$ cat src/rtl/fetch_queue.sv
// fetch_queue: circular {pc, inst} buffer decoupling I-cache fetch from decode stalls.
// Rev 1.0
`default_nettype none

module fetch_queue #(
  parameter int DEPTH = 8,
  localparam int PTR_W = $clog2(DEPTH)
) (
  input  logic             clk,
  input  logic             rst,
  input  logic             flush,
  input  logic             enq_valid,
  output logic             enq_ready,
  input  logic [31:0]      enq_inst,
  input  logic [31:0]      enq_pc,
  output logic             deq_valid,
  input  logic             deq_ready,
  output logic [31:0]      deq_inst,
  output logic [31:0]      deq_pc,
  output logic [PTR_W:0]   count
);

  localparam logic [PTR_W:0] PTR_ONE = (PTR_W + 1)'(1);

  logic [63:0]    mem [DEPTH];
  logic [PTR_W:0] head;
  logic [PTR_W:0] tail;
  logic           empty;
  logic           full;
  logic           push;
  logic           pop;

  // Extra wrap bit distinguishes full from empty when the indices coincide.
  assign empty     = (head == tail);
  assign full      = (head[PTR_W-1:0] == tail[PTR_W-1:0]) && (head[PTR_W] != tail[PTR_W]);
  assign count     = tail - head;
  assign enq_ready = !full;
  assign deq_valid = !empty;

  assign push = enq_valid && enq_ready && !flush;
  assign pop  = deq_valid && deq_ready && !flush;

  assign {deq_pc, deq_inst} = mem[head[PTR_W-1:0]];

  always_ff @(posedge clk or negedge rst) begin
    if (!rst) begin
      head <= '0;
      tail <= '0;
    end else if (flush) begin
      head <= '0;
      tail <= '0;
    end else begin
      if (push) tail <= tail + PTR_ONE;
      if (pop)  head <= head + PTR_ONE;
    end
  end

  // Storage is deliberately left out of reset; only the pointers define contents.
  always_ff @(posedge clk) begin
    if (push) mem[tail[PTR_W-1:0]] <= {enq_pc, enq_inst};
  end

endmodule

`default_nettype wire

$ cat config.mk
export PLATFORM = sky130hd
export DESIGN_NAME = fetch_queue
export DESIGN_NICKNAME = d
export VERILOG_FILES = /design/src/rtl/fetch_queue.sv
export SDC_FILE = /design/constraint.sdc
export NUM_CORES = 1
export LEC_CHECK = 0
export BUFFER_PORTS_ARGS = -buffer_cell sky130_fd_sc_hd__buf_2
export CAP_MARGIN = 25
export CORE_MARGIN = 1
export CORE_UTILIZATION = 30
export DETAILED_ROUTE_END_ITERATION = 7
export GPL_TIMING_DRIVEN = 1
export PLACE_DENSITY_LB_ADDON = 0.08
export SLEW_MARGIN = 40
export SYNTH_ARGS = -nofsm -noshare
export SYNTH_HDL_FRONTEND = slang
export SYNTH_SLANG_ARGS = --single-unit
$ cat constraint.sdc
create_clock -name clk -period 16 [get_ports clk]
set_input_delay 3.2 -clock clk [delete_from_list [all_inputs] [get_ports clk]]
set_output_delay 3.2 -clock clk [all_outputs]
set_load 0.02 [all_outputs]
### After elaboration in Yosys (flattened, before gate mapping)

Memory sizes are Yosys's and may differ from the RTL's.
Index checks and enable logic that the tools add are counted.
Widths: inputs -> output; s select.

| storage, ports and cells | value |
|---|---|
| memories kept | 1 |
| logic and storage cells | 25 |
| input bits | 69 |
| flip-flop bits (word level) | 8 |
| RAM bits | 512 |
| output and inout bits | 70 |

Memories:

| memory | depth | bits a word | rd ports | clocked after memory_dff | wr ports | line | RTL |
|---|---|---|---|---|---|---|---|
| mem | 8 | 64 | 1 | 0 | 1 | 25 | `logic [63:0] mem [DEPTH];` |

| operators by class | value |
|---|---|
| muxes and demuxes | 6 |
| $add $sub $neg | 3 |
| reductions and logical operators | 10 |
| equal/unequal tests | 3 |

Operator list:

| cell | number |
|---|---|
| $mux 4 | 4 |
| $add 4x1->4 const B | 2 |
| $logic_and 1x1->1 | 5 |
| $eq 4x4->1 | 1 |
| $reduce_bool 2->1 | 2 |
| $sub 4x4->4 | 1 |
| $eq 3x3->1 | 1 |
| $logic_not 1->1 | 3 |
| $mux 1 | 2 |
| $ne 1x1->1 | 1 |

### Depth between registers and ports, before layout

Gate-level depths: netlist of the first run.

| logic depth | value |
|---|---|
| depth in word-level cells | 7 |
| depth in mapped cells | 9 |
| gate-level depth less buffers | 6 |

### Worst setup path before layout of the first run

No wires, ideal clock.

| timing path | value |
|---|---|
| path type | input -> register |
| start point | input flush |
| end point | memory mem[0][0], enable pin |
| slack | 7262 ps |
| cell stages on the path | 3 |
| library setup time | 565 ps |
| path buffers | 1 |
| arrival | 8173 ps |
| data required time | 15435 ps |
| path through | clkbuf_1 -> or3_1 -> nor3_1 |

| between the ends | value |
|---|---|
| word-level cells in the longest chain between the ends | 4 |

Ends and longest elaborated chain:

| element | line | RTL |
|---|---|---|
| start: declaration | 11 | `input logic flush,` |
| $logic_not 1->1 | 40 | `assign push = enq_valid && enq_ready && !flush;` |
| $logic_and 1x1->1 | 40 |  |
| $mux 1 | 60 | `if (push) mem[tail[PTR_W-1:0]] <= {enq_pc, enq_inst};` |
| $mux 1 (implied by the code) | 60 |  |
| end: declaration | 25 |  |

No other way between the ends.

### Final worst setup path of the first run

| timing path | value |
|---|---|
| start point | register head[0] |
| end point | output deq_inst[0] |

| between the ends | value |
|---|---|
| word-level cells in the longest chain between the ends | 1 |

Ends and longest elaborated chain:

| element | line | RTL |
|---|---|---|
| start: declaration | 26 | `logic [PTR_W:0] head;` |
| start signal: assignment | 54 | `if (pop) head <= head + PTR_ONE;` |
| $mem_v2 8x64 | - |  |
| end: declaration | 18 | `output logic [31:0] deq_inst,` |

No other way between the ends.

==> impl_metrics.ini, run 1 <==
[layout]
finish.utilization_pct = 35.93
antenna-diode-count = 0
area_delta_synth_final_pct = 17.55
final_layout_size_suffix_gt1_share_pct = 32.13
fin_nets = 1195
fill_cells = 6065

[yosys]
most_numerous_cell_types_in_the_synthesized_netlist = sky130_fd_sc_hd__edfxtp_1, sky130_fd_sc_hd__nand2_1, sky130_fd_sc_hd__mux4_2
postSynthNetCount = 1021
library_cell_with_the_highest_instance_count_after_synthesis = sky130_fd_sc_hd__edfxtp_1
yosys_register_bits = 520
synth.cell_area_mm2 = 0.01985
yosysUniqueCellTypes = 28
yosysSeqAreaShare_pct = 78.47
yosysWarnings = 0
dominantRegCellSynth = sky130_fd_sc_hd__edfxtp_1
synth_cells = 946
synthArstFlopShare_pct = 1.538
synthTopCellsByArea = sky130_fd_sc_hd__edfxtp_1, sky130_fd_sc_hd__mux4_2, sky130_fd_sc_hd__nand2_1
synth_largest_area_cell = sky130_fd_sc_hd__edfxtp_1
netlist.area_leader.share_pct = 77.46
synth-edff-count = 512
synth.avg_cell_area_um2 = 20.98

[global_routing]
met1_usage_pct = 18.65
overflow_after_grt = 0
gr-usage-all-layers_pct = 14.06
globalRouteMet2Util_pct = 22.94
groute.layer.met3.usage_pct = 3.515
grt_pass1_vias = 10200
global_route.peak_usage_layer = met2
first_pass_grt_wire_length_mm = 68.96
grt_start_max_net_pins = 56
antenna_found_initial = 8

[setup_path]
crit_arrival_ns = 3.86
crit_top_cell = sky130_fd_sc_hd__nand2_1
cp_cell_sequence = buf_12 > buf_6 > buf_4 > mux4_2 > nand2_1 > nand2_1 > buf_2
worstPathBufferInverterCount = 4
worst-endpoint-required_ns = 12.80
standard_cell_with_the_maximum_stage_delay_on_the_critical_path = sky130_fd_sc_hd__dfrtp_4
crit_type = reg2out
highest_net_fanout_along_the_worst_path = 35
critPathCaptureType = output port
timing.critical_path.max_delay_family = buffers and inverters
start_kind = flip-flop
max_stage_delay_ns = 0.72

[drt]
drc_errors = 0
vias = 9292
wl_mm = 46.07
detail_route.first_pass.iterations = 4
wire_per_inst_um = 22.85
drtAntennaViolNets = 0
detail_route.iter0.violations = 632
viasPerCell = 4.609

[sta]
rsz0062_at_grt = false
skew_ns = 0.01237
setup_viol = 0
final_min_period_over_clock_period_pct = 44.10
timing_max_transition_violations_final = 0
timing.max_slew.rel_slack_pct = 46.23
fin_setup_tns_ns = 0
timing.final.crit_period_ns = 7.056
tightestPinTransition_ns = 0.8065
finalHoldViolations = 0
max_clock_freq_mhz = 141.7

[power_and_ir_drop]
total_power_uw = 3153
p_leak_uw = 0.007607
vdd_ir_drop_max_mv = 0.07666
power_per_cell_area_mw_per_mm2 = 135.1

[clocking]
cts_root_buffer = sky130_fd_sc_hd__clkbuf_16
cts_resized = 0
numClockSinks = 520
cts_setup_buffers = 0
cts.clk_slew.worst_paths_ns = 0.06
cts_hold_buf = 0
cts_inserted_buffers = 55
cts-htree-levels = 2
clockBufferDepth = 3
cts_tree = built
clk-insertion-delay-late_ns = 0.60

[placed_design]
gp_congestion = 0.6990
detailed_placement_hpwl_mm = 24.91
io_buffer_count = 138

[die]
initial_utilization_pct = 30.57
fp-row-count = 93
area_of_the_die_mm2 = 0.06720
dieWidth_um = 259.2
die_height_um = 259.2
core_area_mm2 = 0.06493
number_of_ports_placed_on_the_die_boundary = 139

[worst_hold_path]
timing.hold.worst.class = reg2reg

[run]
cap_viol_max_count = 0

[status]
status = finished, final reports clean
-- flip-flops by register name, indices dropped and copies added (netlist names) --
name / count
mem: 512
head: 4
tail: 4
-- layout make-up --
| class | instances | area, um2 | area share, % |
|---|---|---|---|
| Inverter | 7 | 27.53 | 0.1180 |
| Multi-Input combinational cell | 374 | 4036 | 17.30 |
| Tap cell | 855 | 1070 | 4.585 |
| Timing Repair Buffer | 162 | 940.9 | 4.033 |
| Clock inverter | 23 | 177.7 | 0.7615 |
| Sequential cell | 520 | 15590 | 66.80 |
| Clock buffer | 75 | 1494 | 6.403 |
-- per-stage QoR --
step | cells | hold slack (ns) | cell area [um2] | setup WS, ns
global route | 2016 | 0.6640 | 23330 | 8.558
global placement | 1914 | 0.6222 | 21560 | 9.039
floorplan | 946 | 0.5563 | 19850 | 7.262
detailed placement | 1918 | 0.6316 | 21660 | 9.183
finish | 2016 | 0.6454 | 23330 | 8.944
CTS | 2016 | 0.6469 | 23330 | 8.519
-- worst register-to-register path, cell delays in order, from the launching register on --
cell,delay [ns]
sky130_fd_sc_hd__dfrtp_4,0.67
sky130_fd_sc_hd__clkinv_2,0.40
sky130_fd_sc_hd__buf_4,0.55
sky130_fd_sc_hd__buf_4,0.50
sky130_fd_sc_hd__ha_1,0.37
sky130_fd_sc_hd__nand3_1,0.20
sky130_fd_sc_hd__o21ai_2,0.12
sky130_fd_sc_hd__or3_1,0.49
sky130_fd_sc_hd__nor3_2,0.56
sky130_fd_sc_hd__buf_4,0.47
sky130_fd_sc_hd__buf_4,0.72
-- worst paths after layout --
kind | start | end | slack, ns | depth (start not counted)
worst max-delay path | head[0] | deq_inst[0] | 8.94 | 7
max in group asynchronous | rst | head[2] | 13.32 | 1
worst min register to register | tail[3] | tail[3] | 0.65 | 2
min in group asynchronous | rst | head[3] | 2.46 | 1
worst max register to register | head[2] | mem[0][36] | 10.52 | 10
worst min-delay path | tail[3] | tail[3] | 0.65 | 2
-- routing by layer --
metal | vias up | share of wire [%]
met2 | 166 | 48
met1 | 4904 | 45
met3 | 77 | 5.0
met5 | - | 0.20
met4 | 14 | 2.2
li1 | 4131 | -
-- placed cells by master (no fill, tap or decap), types with 7 or more instances in the layout --
cell / Yosys / layout
sky130_fd_sc_hd__edfxtp_1: 512 / 512
sky130_fd_sc_hd__nand2_1: 198 / 198
sky130_fd_sc_hd__buf_2: 13 / 138
sky130_fd_sc_hd__mux4_2: 128 / 128
sky130_fd_sc_hd__clkbuf_16: 0 / 57
sky130_fd_sc_hd__clkbuf_1: 15 / 18
sky130_fd_sc_hd__buf_4: 0 / 14
sky130_fd_sc_hd__clkinv_1: 0 / 12
sky130_fd_sc_hd__clkinv_2: 0 / 8
sky130_fd_sc_hd__nor2_1: 13 / 7
-- where the power goes --
| group | switching (uW) | internal (uW) |
|---|---|---|
| clock | 500 | 695 |
| combinational | 232 | 189 |
| sequential | 18.9 | 1520 |
-- cell families after synthesis --
logic type / synth area share [%]
mux: 14.57
xor+xnor: 0.4791
buf+inv: 1.481
simple gates: 4.299
fa+ha+maj: 0.4160
flops: 78.47
compound gates: 0.2836
Note: power is estimated with default switching activity, not from simulation.
==> run 2: changes to the inputs <==
clock period = 6.9 ns   (was 16 ns; I/O delays follow)
==> run 2 against run 1 <==
Via count up 0.87%. Largest cell class unchanged. Critical path depth is 2 lower. Critical endpoint is now deq_inst[16]. Final cell count is essentially flat.
==> impl_metrics.ini, run 2 (synthesized netlist as in run 1, its figures left out) <==
[status]
status = finished, final reports clean

[sta]
skew_ns = 0.01423
finalHoldViolations = 0
rsz0062_at_grt = false
timing_max_transition_violations_final = 0
final_min_period_over_clock_period_pct = 62.74
post-route-worst-setup-slack_ns = 2.571
fin_setup_tns_ns = 0
timing.final.crit_period_ns = 4.329
max_clock_freq_mhz = 231.0
tightestPinTransition_ns = 0.7775
timing.max_slew.rel_slack_pct = 48.04
hold_ws_ns = 0.6214
setup_viol = 0

[layout]
final_layout_size_suffix_gt1_share_pct = 32.59
fin_nets = 1191
area_delta_synth_final_pct = 18.50
top_library_cells_by_usage_in_the_layout_fill_and_taps_aside = sky130_fd_sc_hd__edfxtp_1, sky130_fd_sc_hd__nand2_1, sky130_fd_sc_hd__buf_2
largest_register_ff_count = 512
most_common_cell_after_layout_fill_and_taps_aside = sky130_fd_sc_hd__edfxtp_1
fill_cells = 6044

[worst_hold_path]
timing.hold.worst.class = in2async

[clocking]
cts_inserted_buffers = 56
cts_hold_buf = 0
clockBufferDepth = 3
clk-insertion-delay-late_ns = 0.61
cts_tree = built
cts-htree-levels = 2
cts_root_buffer = sky130_fd_sc_hd__clkbuf_16
cts_resized = 0
cts.clk_slew.worst_paths_ns = 0.06
numClockSinks = 520
cts_setup_buffers = 0

[die]
core_area_mm2 = 0.06493
area_of_the_die_mm2 = 0.06720
dieWidth_um = 259.2
initial_utilization_pct = 30.57
number_of_ports_placed_on_the_die_boundary = 139
die_height_um = 259.2
fp-row-count = 93

[global_routing]
antenna_found_initial = 8
grt_pass1_vias = 10210
first_pass_grt_wire_length_mm = 68.99
grt_start_max_net_pins = 67
gr-usage-all-layers_pct = 14.07
overflow_after_grt = 0

[drt]
drc_errors = 0
drtAntennaViolNets = 0
wire_per_inst_um = 22.94
detail_route.iter0.violations = 581
vias = 9373
wl_mm = 46.28
detail_route.first_pass.iterations = 4
viasPerCell = 4.647

[setup_path]
start_kind = flip-flop
highest_net_fanout_along_the_worst_path = 66
crit_arrival_ns = 2.95
worst-endpoint-required_ns = 5.52
critPathCaptureType = output port
r2r.worst_path.cells = 7
crit_type = reg2out

[placed_design]
pre_cts_slack_ns = 2.745
io_buffer_count = 138
gp_congestion = 0.6773
detailed_placement_hpwl_mm = 24.16

[power_and_ir_drop]
p_leak_uw = 0.007681
vdd_ir_drop_max_mv = 0.1656
power_per_cell_area_mw_per_mm2 = 320.9

[run]
cap_viol_max_count = 0
## run 2: cell count changes in the layout (fill, tap and decap cells not counted), moves of 2 or more
cell / before / now
sky130_fd_sc_hd__buf_4: 14 / 6
sky130_fd_sc_hd__buf_12: 1 / 6
sky130_fd_sc_hd__clkbuf_1: 18 / 13
sky130_fd_sc_hd__bufinv_16: 3 / 7
sky130_fd_sc_hd__clkinv_2: 8 / 11
sky130_fd_sc_hd__diode_2: 0 / 2
## run 2: critical path: stages, from the launching register on
cell and delay, ns:
sky130_fd_sc_hd__dfrtp_4 0.73, sky130_fd_sc_hd__buf_12 0.55, sky130_fd_sc_hd__mux4_2 0.57, sky130_fd_sc_hd__nand2_1 0.08, sky130_fd_sc_hd__nand2_1 0.15, sky130_fd_sc_hd__buf_2 0.20
## run 2: final timing paths
check                              from           end  slack, ns
worst max-delay path            head[0]  deq_inst[16]       2.57
worst min-delay path                rst       head[3]       0.62
worst max register to register  head[2]    mem[3][20]       2.87
worst min register to register  tail[3]       tail[3]       0.64
max in group asynchronous           rst       head[1]       6.08
min in group clk                tail[3]       tail[3]       0.64
## run 2: routing by layer
layer / track usage, % / up-vias / wire, um
met1: 18.87 / 4999 / 20840
met2: 23.12 / 157 / 22490
met5: 0 / - / 85
met3: 2.997 / 70 / 1981
li1: - / 4135 / -
met4: 3.856 / 12 / 883
## run 2: final cells by class
type	instances	area [um2]	area share [%]
diodes	2	5.005	0.02128
clock buffers	71	1500	6.378
clock inverters	31	335.3	1.426
inverters	7	27.53	0.1170
multi-input cells	374	4043	17.19
flip-flops and latches	520	15590	66.26
well taps	855	1070	4.548
repair buffers	157	954.7	4.059
## run 2: power breakdown
part | internal (uW) | switching (uW) | total [uW]
combinational | 442 | 536 | 978
clock | 1790 | 1210 | 3010
sequential | 3520 | 43.9 | 3560
## run 2: per-stage QoR
step / area (um2) / instances / power (uW) / utilization, %
6_report: 23520 / 2017 / 7548 / 36.23
5_1_grt: 23520 / 2015 / 7852 / 36.22
4_1_cts: 23520 / 2015 / 7688 / 36.22
3_5_place_dp: 21680 / 1913 / 4646 / 33.39
3_3_place_gp: 21600 / 1910 / 4635 / 33.27
2_1_floorplan: 19850 / 946 / 4345 / -
==> run 3: changes to the inputs <==
ABC_AREA = 1   (was unset)
clock period = 4.02 ns   (was 6.9 ns; I/O delays follow)
==> run 3 against run 2 <==
Non-clock buffer count is 9 higher. Largest cell class unchanged. Wire length up 20%. Hold slack worse by 0.59 ns. Die area rose by 5.8%. Register-to-register slack worse by 1.7 ns. Total power up 76%. Core utilization decreased by 0.56 points. Combinational power rose by 120%. Global-route usage grew 1.7 points. Clock skew up 0.0061 ns. Area after synthesis increased by 5.9%. Critical path type unchanged. Critical path depth up 4. Highest routed layer is now met4.
==> impl_metrics.ini, run 3 <==
[status]
status = finished, final reports clean

[power_and_ir_drop]
switching_share_pct = 27.81
cell_internal_pwr_uw = 9591
power_per_cell_area_mw_per_mm2 = 540.3
power.combinational.fraction_pct = 16.1
reg_power_share_pct = 45.7
clock_network_power_share_pct = 38.2
switching_power_uw = 3695
vdd_ir_drop_max_mv = 0.2916
p_leak_uw = 0.008918

[placed_design]
detailed_place.area_mm2 = 0.02274
detailed_placement_hpwl_mm = 28.23
place.detailed.instances = 2792
io_buffer_count = 138
gp_congestion = 0.7123

[die]
die_height_um = 266.6
number_of_ports_placed_on_the_die_boundary = 139
area_of_the_die_mm2 = 0.07110
initial_utilization_pct = 30.48
core_area_mm2 = 0.06895
dieWidth_um = 266.6
fp-row-count = 96

[global_routing]
grt_start_max_net_pins = 165
antenna_found_initial = 4
gr-usage-all-layers_pct = 15.72
first_pass_grt_wire_length_mm = 83.84
grt_pass1_vias = 12990
overflow_after_grt = 0

[sta]
final_min_period_over_clock_period_pct = 88.55
timing.final.crit_period_ns = 3.560
rsz0062_at_grt = false
finalHoldViolations = 0
timing_max_transition_violations_final = 0
max_clock_freq_mhz = 280.9
tightestPinTransition_ns = 0.7901
setup_viol = 0
skew_ns = 0.02032
timing.max_slew.rel_slack_pct = 47.33
hold_ws_ns = 0.03614

[layout]
fill_cells = 6886
top_library_cells_by_usage_in_the_layout_fill_and_taps_aside = sky130_fd_sc_hd__nor2_1, sky130_fd_sc_hd__edfxtp_1, sky130_fd_sc_hd__nand2_1
largest_register_ff_count = 512
final_layout_size_suffix_gt1_share_pct = 12.89
area_delta_synth_final_pct = 17.03
most_common_cell_after_layout_fill_and_taps_aside = sky130_fd_sc_hd__nor2_1
finish.utilization_pct = 35.66
layoutNonFillerInstCount = 2904
finish.instance_area_mm2 = 0.02459
fin_nets = 1998

[clocking]
clockBufferDepth = 3
cts_resized = 0
clk-insertion-delay-late_ns = 0.62
cts.clk_slew.worst_paths_ns = 0.06
cts_inserted_buffers = 59
cts_setup_buffers = 0
cts_tree = built
cts-htree-levels = 2
numClockSinks = 520
cts_root_buffer = sky130_fd_sc_hd__clkbuf_16
cts_hold_buf = 0

[drt]
wire_per_inst_um = 19.20
vias = 13140
viasPerCell = 4.524
wl_mm = 55.75
drc_errors = 0
detail_route.iter0.violations = 747
drtAntennaViolNets = 0
detail_route.first_pass.iterations = 5

[yosys]
synth-edff-count = 512
yosys_register_bits = 520
synth_largest_area_cell = sky130_fd_sc_hd__edfxtp_1
synth.cell_area_mm2 = 0.02101
dominantRegCellSynth = sky130_fd_sc_hd__edfxtp_1
yosysUniqueCellTypes = 23
netlist.area_leader.share_pct = 73.17
synthArstFlopShare_pct = 1.538
synth_cells = 1800
postSynthNetCount = 1875
synthTopCellsByArea = sky130_fd_sc_hd__edfxtp_1, sky130_fd_sc_hd__nor2_1, sky130_fd_sc_hd__nand2_1
synth.avg_cell_area_um2 = 11.67
library_cell_with_the_highest_instance_count_after_synthesis = sky130_fd_sc_hd__nor2_1
yosysSeqAreaShare_pct = 74.13
most_numerous_cell_types_in_the_synthesized_netlist = sky130_fd_sc_hd__nor2_1, sky130_fd_sc_hd__edfxtp_1, sky130_fd_sc_hd__nand2_1
yosysWarnings = 0

[setup_path]
rr_endpoint = mem[5][43]
max_stage_delay_ns = 0.49
crit_top_cell = sky130_fd_sc_hd__nand2_1
cp_cell_sequence = buf_12 > buf_16 > nor2_1 > nor2_1 > o21ai_0 > nand2_1 > nand2_1 > nand2_1 > buf_2
crit_type = reg2out
crit-reg2reg-launch = head[1]
standard_cell_with_the_maximum_stage_delay_on_the_critical_path = sky130_fd_sc_hd__dfrtp_4
timing.critical_path.max_delay_family = buffers and inverters
crit_arrival_ns = 2.76
worstPathBufferInverterCount = 3
highest_net_fanout_along_the_worst_path = 100
r2r.worst_path.cells = 8
worst-endpoint-required_ns = 3.22
start_kind = flip-flop
reg2reg_slack_ns = 1.20
critPathCaptureType = output port

[run]
cap_viol_max_count = 0

[worst_hold_path]
timing.hold.worst.class = in2async
## run 3: metal layers
layer / vias to the layer above / wire, um / GRT usage (%)
met4: 0 / 1073 / 3.930
met3: 73 / 1874 / 2.390
met5: - / 0 / 0
li1: 6423 / - / -
met1: 6437 / 26760 / 21.70
met2: 204 / 26050 / 25.83
## run 3: power by group through the flow
stage               Clock, uW  Combinational [uW]  Sequential (uW)
finish                   5070                2140             6070
global route             5450                2420             6080
CTS                      5240                2200             6070
detailed placement          0                2190             6190
global placement            0                2190             6190
floorplan                   0                1460             6180
## run 3: logic make-up (layout without fill, tap and decap cells)
logic type	after synthesis	after routing	share of synthesized area, %
compound gates	258	258	6.145
xor+xnor	4	4	0.1668
fa+ha+maj	6	6	0.3930
buf+inv	115	285	2.971
flops	520	520	74.13
other cells	0	3	0
simple gates	897	897	16.20
## run 3: worst reg2reg max path: cells and delay by family (launching register included)
family	cells	cell delay (ns)
buf+inv	2	0.40
fa+ha+maj	1	0.29
flops	1	0.58
simple gates	5	1.13
## run 3: per-stage QoR
stage | total power [uW] | TNS [ns] | setup WS, ns
3_3_place_gp | 8378 | 0 | 1.099
2_1_floorplan | 7642 | -461.88 | -0.9045
3_5_place_dp | 8381 | 0 | 1.132
4_1_cts | 13520 | 0 | 0.4642
6_report | 13290 | 0 | 0.4603
5_1_grt | 13950 | 0 | 0.2427
## run 3: worst max path at each step
stage	start	to	slack, ns	depth (start not counted)
5_1_grt	head[0]	deq_inst[14]	0.24	9
3_3_place_gp	head[0]	deq_inst[16]	1.10	8
2_1_floorplan	head[1]	mem[2][0]	-0.90	10
4_1_cts	head[0]	deq_inst[16]	0.46	8
6_report	head[0]	deq_inst[16]	0.46	9
3_5_place_dp	head[0]	deq_inst[16]	1.13	8
## run 3: cell type report
type / count / area (um2) / share of cell area [%]
flip-flops and latches: 520 / 15590 / 63.39
multi-input cells: 1165 / 4872 / 19.81
clock buffers: 85 / 1595 / 6.488
well taps: 931 / 1165 / 4.737
repair buffers: 166 / 1091 / 4.437
clock inverters: 23 / 219.0 / 0.8905
inverters: 11 / 52.55 / 0.2137
diodes: 3 / 7.507 / 0.03053
